$ cat src/rtl/stack_arb.sv
// rtl/stack_arb.sv - two-requester round-robin arbiter in front of a LIFO stack; optional grant lock via STACK_LOCK_EN
module stack_arb #(
    parameter int DEPTH = 16,
    parameter int WIDTH = 8
) (
    input  logic                    CLK,
    input  logic                    RST,
    input  logic                    REQ0_STB,
    input  logic                    REQ0_OP,
    input  logic [WIDTH-1:0]        REQ0_DAT,
    input  logic                    REQ0_LOCK,
    output logic                    REQ0_ACK,
    output logic [WIDTH-1:0]        REQ0_RDAT,
    output logic                    REQ0_ERR,
    input  logic                    REQ1_STB,
    input  logic                    REQ1_OP,
    input  logic [WIDTH-1:0]        REQ1_DAT,
    input  logic                    REQ1_LOCK,
    output logic                    REQ1_ACK,
    output logic [WIDTH-1:0]        REQ1_RDAT,
    output logic                    REQ1_ERR,
    output logic                    FULL,
    output logic                    EMPTY,
    output logic [$clog2(DEPTH):0]  LEVEL
);
    localparam int AW = $clog2(DEPTH);
    localparam int LW = AW + 1;
    localparam logic [LW-1:0] L_DEPTH = LW'(DEPTH);
    localparam logic [LW-1:0] L_ONE   = LW'(1);

    typedef enum logic [1:0] {
        S_ARB  = 2'd0,
        S_EXEC = 2'd1,
        S_RESP = 2'd2
    } state_t;

    state_t              r_state;
    logic                r_win;       // requester owning the op in flight
    logic                r_op;        // 1 = push, 0 = pop
    logic [WIDTH-1:0]    r_dat;
    logic                r_last;      // requester granted most recently
    logic [LW-1:0]       r_level;
    logic                r_full;
    logic                r_empty;
    logic                r_ack0;
    logic                r_ack1;
    logic                r_err0;
    logic                r_err1;
    logic [WIDTH-1:0]    r_rdat0;
    logic [WIDTH-1:0]    r_rdat1;
    logic [WIDTH-1:0]    r_mem [DEPTH];

`ifdef STACK_LOCK_EN
    logic                r_lock_vld;
    logic                r_lock_id;
    logic                w_lock;
`else
    logic                w_unused_lock;
    assign w_unused_lock = REQ0_LOCK ^ REQ1_LOCK;
`endif

    logic                w_any;
    logic                w_win;
    logic                w_op;
    logic [WIDTH-1:0]    w_dat;
    logic                w_wr;
    logic                w_err;
    logic [WIDTH-1:0]    w_rdat;
    logic [LW-1:0]       w_level_nxt;
    logic [AW-1:0]       w_top_idx;

    // index of the current top entry; wraps correctly when the stack is full
    assign w_top_idx = r_level[AW-1:0] - AW'(1);

    // pick a winner: round-robin between the two strobes, overridden by an active lock
    always_comb begin
        w_any = REQ0_STB | REQ1_STB;
        if (REQ0_STB && REQ1_STB) begin
            w_win = ~r_last;
        end else begin
            w_win = REQ1_STB;
        end
`ifdef STACK_LOCK_EN
        if (r_lock_vld) begin
            w_win = r_lock_id;
            w_any = r_lock_id ? REQ1_STB : REQ0_STB;
        end
        w_lock = w_win ? REQ1_LOCK : REQ0_LOCK;
`endif
        w_op  = w_win ? REQ1_OP  : REQ0_OP;
        w_dat = w_win ? REQ1_DAT : REQ0_DAT;
    end

    // outcome of the latched op against the current stack state
    always_comb begin
        w_wr        = 1'b0;
        w_err       = 1'b0;
        w_rdat      = '0;
        w_level_nxt = r_level;
        if (r_op) begin
            if (r_full) begin
                w_err = 1'b1;
            end else begin
                w_wr        = 1'b1;
                w_level_nxt = r_level + L_ONE;
            end
        end else begin
            if (r_empty) begin
                w_err = 1'b1;
            end else begin
                w_rdat      = r_mem[w_top_idx];
                w_level_nxt = r_level - L_ONE;
            end
        end
    end

    // storage write on commit; contents deliberately survive reset
    always_ff @(posedge CLK) begin
        if (!RST && (r_state == S_EXEC) && w_wr) begin
            r_mem[r_level[AW-1:0]] <= r_dat;
        end
    end

    // arbitration / execute / respond sequencer with registered outputs
    always_ff @(posedge CLK) begin
        if (RST) begin
            r_state   <= S_ARB;
            r_win     <= 1'b0;
            r_op      <= 1'b0;
            r_dat     <= '0;
            r_last    <= 1'b1;
            r_level   <= '0;
            r_full    <= 1'b0;
            r_empty   <= 1'b1;
            r_ack0    <= 1'b0;
            r_ack1    <= 1'b0;
            r_err0    <= 1'b0;
            r_err1    <= 1'b0;
            r_rdat0   <= '0;
            r_rdat1   <= '0;
`ifdef STACK_LOCK_EN
            r_lock_vld <= 1'b0;
            r_lock_id  <= 1'b0;
`endif
        end else begin
            case (r_state)
                S_ARB: begin
                    if (w_any) begin
                        r_state <= S_EXEC;
                        r_win   <= w_win;
                        r_op    <= w_op;
                        r_dat   <= w_dat;
                        r_last  <= w_win;
`ifdef STACK_LOCK_EN
                        r_lock_vld <= w_lock;
                        r_lock_id  <= w_win;
`endif
                    end
                end
                S_EXEC: begin
                    r_state <= S_RESP;
                    r_level <= w_level_nxt;
                    r_full  <= (w_level_nxt == L_DEPTH);
                    r_empty <= (w_level_nxt == '0);
                    if (r_win) begin
                        r_ack1  <= 1'b1;
                        r_err1  <= w_err;
                        r_rdat1 <= w_rdat;
                    end else begin
                        r_ack0  <= 1'b1;
                        r_err0  <= w_err;
                        r_rdat0 <= w_rdat;
                    end
                end
                S_RESP: begin
                    r_state <= S_ARB;
                    r_ack0  <= 1'b0;
                    r_ack1  <= 1'b0;
                    r_err0  <= 1'b0;
                    r_err1  <= 1'b0;
                    r_rdat0 <= '0;
                    r_rdat1 <= '0;
                end
                default: begin
                    r_state <= S_ARB;
                end
            endcase
        end
    end

    assign REQ0_ACK  = r_ack0;
    assign REQ0_ERR  = r_err0;
    assign REQ0_RDAT = r_rdat0;
    assign REQ1_ACK  = r_ack1;
    assign REQ1_ERR  = r_err1;
    assign REQ1_RDAT = r_rdat1;
    assign FULL      = r_full;
    assign EMPTY     = r_empty;
    assign LEVEL     = r_level;

endmodule

$ cat config.mk
export PLATFORM = sky130hd
export DESIGN_NAME = stack_arb
export DESIGN_NICKNAME = d
export VERILOG_FILES = /design/src/rtl/stack_arb.sv
export SDC_FILE = /design/constraint.sdc
export NUM_CORES = 1
export LEC_CHECK = 0
export BUFFER_PORTS_ARGS = -buffer_cell sky130_fd_sc_hd__clkbuf_2
export CAP_MARGIN = 15
export CORE_MARGIN = 2
export CORE_UTILIZATION = 54
export CTS_BUF_LIST = sky130_fd_sc_hd__clkbuf_16
export CTS_CLUSTER_SIZE = 28
export DETAILED_ROUTE_END_ITERATION = 12
export PLACE_DENSITY = 0.77
export SLEW_MARGIN = 10
export SYNTH_ARGS = -nofsm -noshare
export SYNTH_HDL_FRONTEND = slang
export SYNTH_SLANG_ARGS = --single-unit
$ cat constraint.sdc
create_clock -name CLK -period 2.3 [get_ports CLK]
set_input_delay 0.345 -clock CLK [delete_from_list [all_inputs] [get_ports CLK]]
set_output_delay 0.345 -clock CLK [all_outputs]
set_load 0.01 [all_outputs]
==> reports/qor.yml, run 1 <==
cp-end-kind: "register"
first_pass_iters: 5
start_util_pct: 55.9
hold_violations: 0
hold_path_class: "in -> reg"
synth_xor_area_share_pct: 0.773
ir_drop_v: 0.000651
die-area_sq_um: 13500
ioPinCount: 51
grt_use_total_pct: 22.6
synthAdderAreaFrac_pct: 0.921
synthesis.nets: 468
path_clk_slew_ns: 0.06
status: "complete, no violations"
fin_util_pct: 65.0
num_rows: 40
async_reset_ff_share_pct: 0
cts_made_buffers: 17
grt_max_degree: 28
ys.flop_type: "edfxtp_1"
cp_data_arrival_time_ns: 2.50
synth_top_family_by_area: "multiplexers"
finalPower_mw: 6.68
synth_mux_area_share_pct: 12.1
yosysTopAreaCellShare_pct: 56.6
netlist_area_sq_um: 6790
antenna_found_initial: 0
overflow: 0
yosysSeqAreaShare_pct: 68.4
fin_ws_ns: 0.110
die_w_um: 116
wire_per_inst_um: 20.3
synth_area_leaders: "edfxtp_1 57%, dfxtp_1 12%, mux4_2 11%"
cp-start-kind: "register"
num_antenna_cells: 0
crit_type: "reg -> reg"
rsz0062_at_grt: "false"
worst_pin_slew_ns: 0.778
synth-simple-area-share_pct: 6.70
placedCellCount: 660
cts_tree: "done"
period_share_pct: 95.2
grt_pass1_vias: 3901
cts_hold_buf: 0
relSlewSlack_pct: 48.1
syn_to_final_growth_pct: 16.3
synth_largest_area_cell: "edfxtp_1"
r2r_slack_ns: 0.11
yosys_register_bits: 168
finalWirelength_mm: 14.1
stdcell_count: 692
final_nets: 540
core_region_area_sq_um: 12200
cts_setup_buffers: 0
cts.sinks: 168
drc: 0
post-route-cell-area_sq_um: 7900
syn_inst: 439
worst_hold_slack_ns: 0.240
synth.distinct_cells: 45
postRouteAntennaNets: 0
place_hpwl_mm: 8.92
synth_most_common_cell: "edfxtp_1"
crit_required_ns: 2.61
max_freq_mhz: 457
p_per_area_nw_per_um2: 846
pre_cts_ws_ns: 0.0812
yosys_warnings: 0
globalplace.congestion: 0.836
clk_latency_ns: 0.43
synth_common_cells: "128 x edfxtp_1, 40 x dfxtp_1, 39 x nor2_1"
setup_violations: 0
drv_slew: 0
first_iter_violations: 374
critPathMaxFanout: 27
post_dp_cell_area_sq_um: 7340
skew_ns: 0.00747
vias: 4014
leakagePower_nw: 2.78
synth_edf_count: 128
vias_per_cell: 5.80
grt_first_pass_wirelength_mm: 21.6
ctsHtreeMaxLevel: 4
drive_gt1_share_pct: 27.3
die_y_um: 116
synth-compound-area-share_pct: 8.14
synth_area_per_cell_sq_um: 15.5
drv_cap: 0
root_buffer: "clkbuf_16"
cts_buffer_depth: 2
portBuffers: 48
fin_tns_setup_ns: 0
fin_crit_ns: 2.19
-- cell families after synthesis --
kind of cell / after synthesis
flops: 168
simple gates: 99
compound gates: 75
buf+inv: 44
mux: 42
xor+xnor: 6
fa+ha+maj: 5
-- flip-flops by register name, indices dropped and copies added, names as in the netlist, 2 cells and up --
register / cells
LEVEL: 5
r_state: 2
REQ1_RDAT: 8
r_mem: 128
r_dat: 8
REQ0_RDAT: 8
-- critical path: stages (launching register included) --
cell and delay (ns):
dfxtp_1 0.43, inv_2 0.12, ha_4 0.31, buf_12 0.19
mux4_2 0.34, inv_1 0.09, o22ai_1 0.15, a221oi_2 0.31
o21ai_1 0.11
-- final cells by class --
type	count	area (sq um)
Inverter	21	78.8
Clock buffer	18	450
Sequential cell	168	4650
Fill cell	877	4260
Clock inverter	14	80.1
Tap cell	168	210
Multi-Input combinational cell	227	1970
Timing Repair Buffer	76	463
-- per-layer routing --
metal  GRT usage, %  vias to the layer above  wire (um)
met4           8.10                        0        285
met2           36.1                      151       6950
met5              0                        -          0
li1               -                     1831          -
met1           30.7                     2002       5810
met3           5.71                       30       1020
-- cell usage in the layout (no fill, tap or decap), types with 12 or more instances in the layout --
cell and n:
edfxtp_1 128, clkbuf_2 48, dfxtp_1 39, nor2_1 39, mux4_2 32, inv_1 28, buf_4 27, nand2_1 26
o21ai_1 19, clkbuf_16 18, a211oi_1 12
-- report_power, final --
group / internal (mW) / switching [mW] / total [mW]
registers: 3.35 / 0.123 / 3.47
clock network: 1.50 / 1.04 / 2.54
logic: 0.299 / 0.371 / 0.670
-- worst paths after layout --
| path | endpoint | cells after the start | startpoint |
|---|---|---|---|
| worst max-delay path | REQ0_RDAT[0] | 8 | LEVEL[1] |
| worst min-delay path | r_dat[2] | 3 | REQ0_DAT[2] |
| worst max register to register | REQ0_RDAT[0] | 8 | LEVEL[1] |
| worst min register to register | REQ0_RDAT[1] | 2 | REQ0_RDAT[1] |
-- repair_timing --
action	4_1_cts	5_1_grt
endpoints found under the hold margin	0	0
endpoints found under the setup margin	0	14
resized for setup	0	3
(Power assumes the default switching activity.)
==> run 2: changes to the inputs <==
--- a/config.mk
+++ b/config.mk
@@ -6,8 +6,8 @@
 export NUM_CORES = 1
 export LEC_CHECK = 0
 export BUFFER_PORTS_ARGS = -buffer_cell sky130_fd_sc_hd__clkbuf_2
-export CAP_MARGIN = 15
-export CORE_MARGIN = 2
+export CAP_MARGIN = 40
+export CORE_MARGIN = 4
 export CORE_UTILIZATION = 54
 export CTS_BUF_LIST = sky130_fd_sc_hd__clkbuf_16
 export CTS_CLUSTER_SIZE = 28
==> run 2 against run 1 <==
Compared with the run above: cell count rose by 0.43%; critical endpoint is now REQ0_RDAT[2]; count of clock-buffer cells in the layout fell by 1; flip-flop and latch count did not move; largest power group unchanged; sequential power barely moved; via count fell by 1.1%; worst setup slack improved by 0.031 ns; fmax rose by 1.4%.
==> reports/qor.yml, run 2 (same netlist as run 1, synthesis figures left out) <==
use_met2_pct: 32.9
vias_per_cell: 5.71
final_cell_mix: "128 x edfxtp_1, 48 x clkbuf_2, 39 x nor2_1, 38 x dfxtp_1, 32 x mux4_2"
period_share_pct: 93.9
grtUsageMet3_pct: 6.88
hold_violations: 0
crit_chain: "inv_1 -> ha_2 -> buf_12 -> mux4_2 -> inv_1 -> o22ai_1 -> a221oi_4 -> o21ai_1"
cts.sinks: 168
timing.rr.start: "LEVEL[1]"
p_sw_share_pct: 23.6
ctsHtreeMaxLevel: 4
max_freq_mhz: 463
clock_power_share_pct: 36.2
die_w_um: 120
drc: 0
crit_required_ns: 2.60
top_usage_layer: "met2"
cts_buffer_depth: 2
cp-end-kind: "register"
die-area_sq_um: 14400
cts_setup_buffers: 0
hold_path_class: "in -> reg"
drive_gt1_share_pct: 28.1
critPathMaxFanout: 22
rsz0062_at_grt: "false"
wire_per_inst_um: 19.9
share_seq_of_total_power_pct: 53.1
postRouteAntennaNets: 0
finalPower_mw: 6.53
skew_ns: 0.0149
setup_violations: 0
drv_slew: 0
cp-start-kind: "register"
grt_use_total_pct: 20.5
crit_slowest_cell: "ha_2"
cp-startpoint: "LEVEL[1]"
first_pass_iters: 5
status: "complete, no violations"
core_region_area_sq_um: 12200
ir_drop_v: 0.000695
crit_type: "reg -> reg"
hp-start: "REQ0_DAT[4]"
finalWirelength_mm: 13.8
power.internal_mw: 4.99
cp_data_arrival_time_ns: 2.46
num_antenna_cells: 0
cts_resized: 0
antenna_found_initial: 0
path_clk_slew_ns: 0.06
clk_latency_ns: 0.42
vias: 3969
final_nets: 543
p_per_area_nw_per_um2: 825
fin_crit_ns: 2.16
start_util_pct: 55.9
die_y_um: 120
worst_pin_slew_ns: 0.774
grt_max_degree: 26
overflow: 0
grt_first_pass_wirelength_mm: 21.8
p_sw_mw: 1.54
globalplace.congestion: 0.818
fillers: 855
portBuffers: 48
cts_hold_buf: 0
relSlewSlack_pct: 48.3
leakagePower_nw: 2.77
fin_tns_setup_ns: 0
crit_top_cell: "inv_1"
ioPinCount: 51
cts_made_buffers: 17
syn_to_final_growth_pct: 16.5
gr-usage-met1_pct: 26.5
root_buffer: "clkbuf_16"
first_iter_violations: 357
combPwrFrac_pct: 10.8
crit_buf_inv: 3
layout_commonest_cell: "edfxtp_1"
path_delay_family: "compound AO/OA/AOI/OAI gates"
critPathMaxStageDelay_ns: 0.39
grt_pass1_vias: 4024
cts_tree: "done"
num_rows: 40
fin_util_pct: 65.1
largest_reg_flops: 128
drv_cap: 0
place_hpwl_mm: 9.06
[run 2: final timing paths]
kind	to	slack, ns	cells after the start
max	REQ0_RDAT[2]	0.14	8
min	r_dat[4]	0.25	3
max reg2reg	REQ0_RDAT[2]	0.14	8
min reg2reg	REQ1_RDAT[7]	0.45	2
[run 2: area by class of cell]
class                           instances  area (sq um)  area share (%)
Clock inverter                         15          66.3           0.838
Multi-Input combinational cell        227          2000            25.3
Clock buffer                           17           425            5.38
Sequential cell                       168          4650            58.7
Timing Repair Buffer                   79           487            6.15
Tap cell                              168           210            2.66
Inverter                               21          78.8           0.996
[run 2: metal layers]
metal  share of wire (%)  routed length, um
met5                   0                  0
met1                  41               5650
met2                  50               6920
met3                 7.6               1050
met4                 1.7                235
[run 2: per-stage QoR]
| step | hold slack [ns] | instance area (sq um) | std cells | setup WS (ns) |
|---|---|---|---|---|
| 5_1_grt | 0.248 | 7910 | 695 | 0.0491 |
| 4_1_cts | 0.238 | 7850 | 695 | 0.0475 |
| 6_report | 0.249 | 7910 | 695 | 0.141 |
| 3_5_place_dp | 0.446 | 7360 | 663 | 0.0822 |
| 2_1_floorplan | 0.471 | 6810 | 439 | 0.0420 |
| 3_3_place_gp | 0.436 | 7360 | 662 | 0.116 |
[run 2: worst register-to-register path: cells and delay by family (launching register included)]
family	cells	cell delay, ns
AOI/OAI and AO/OA	3	0.54
adders and majority gates	1	0.39
muxes	1	0.34
DFF	1	0.38
buffers and inverters	3	0.38
[run 2: power groups by stage]
stage	logic (mW)	registers [mW]	clock network [mW]
after global routing	0.773	3.48	2.55
after global placement	0.645	3.51	0
after detailed placement	0.658	3.53	0
after floorplan	0.495	3.48	0
final	0.705	3.47	2.36
after CTS	0.670	3.46	2.40
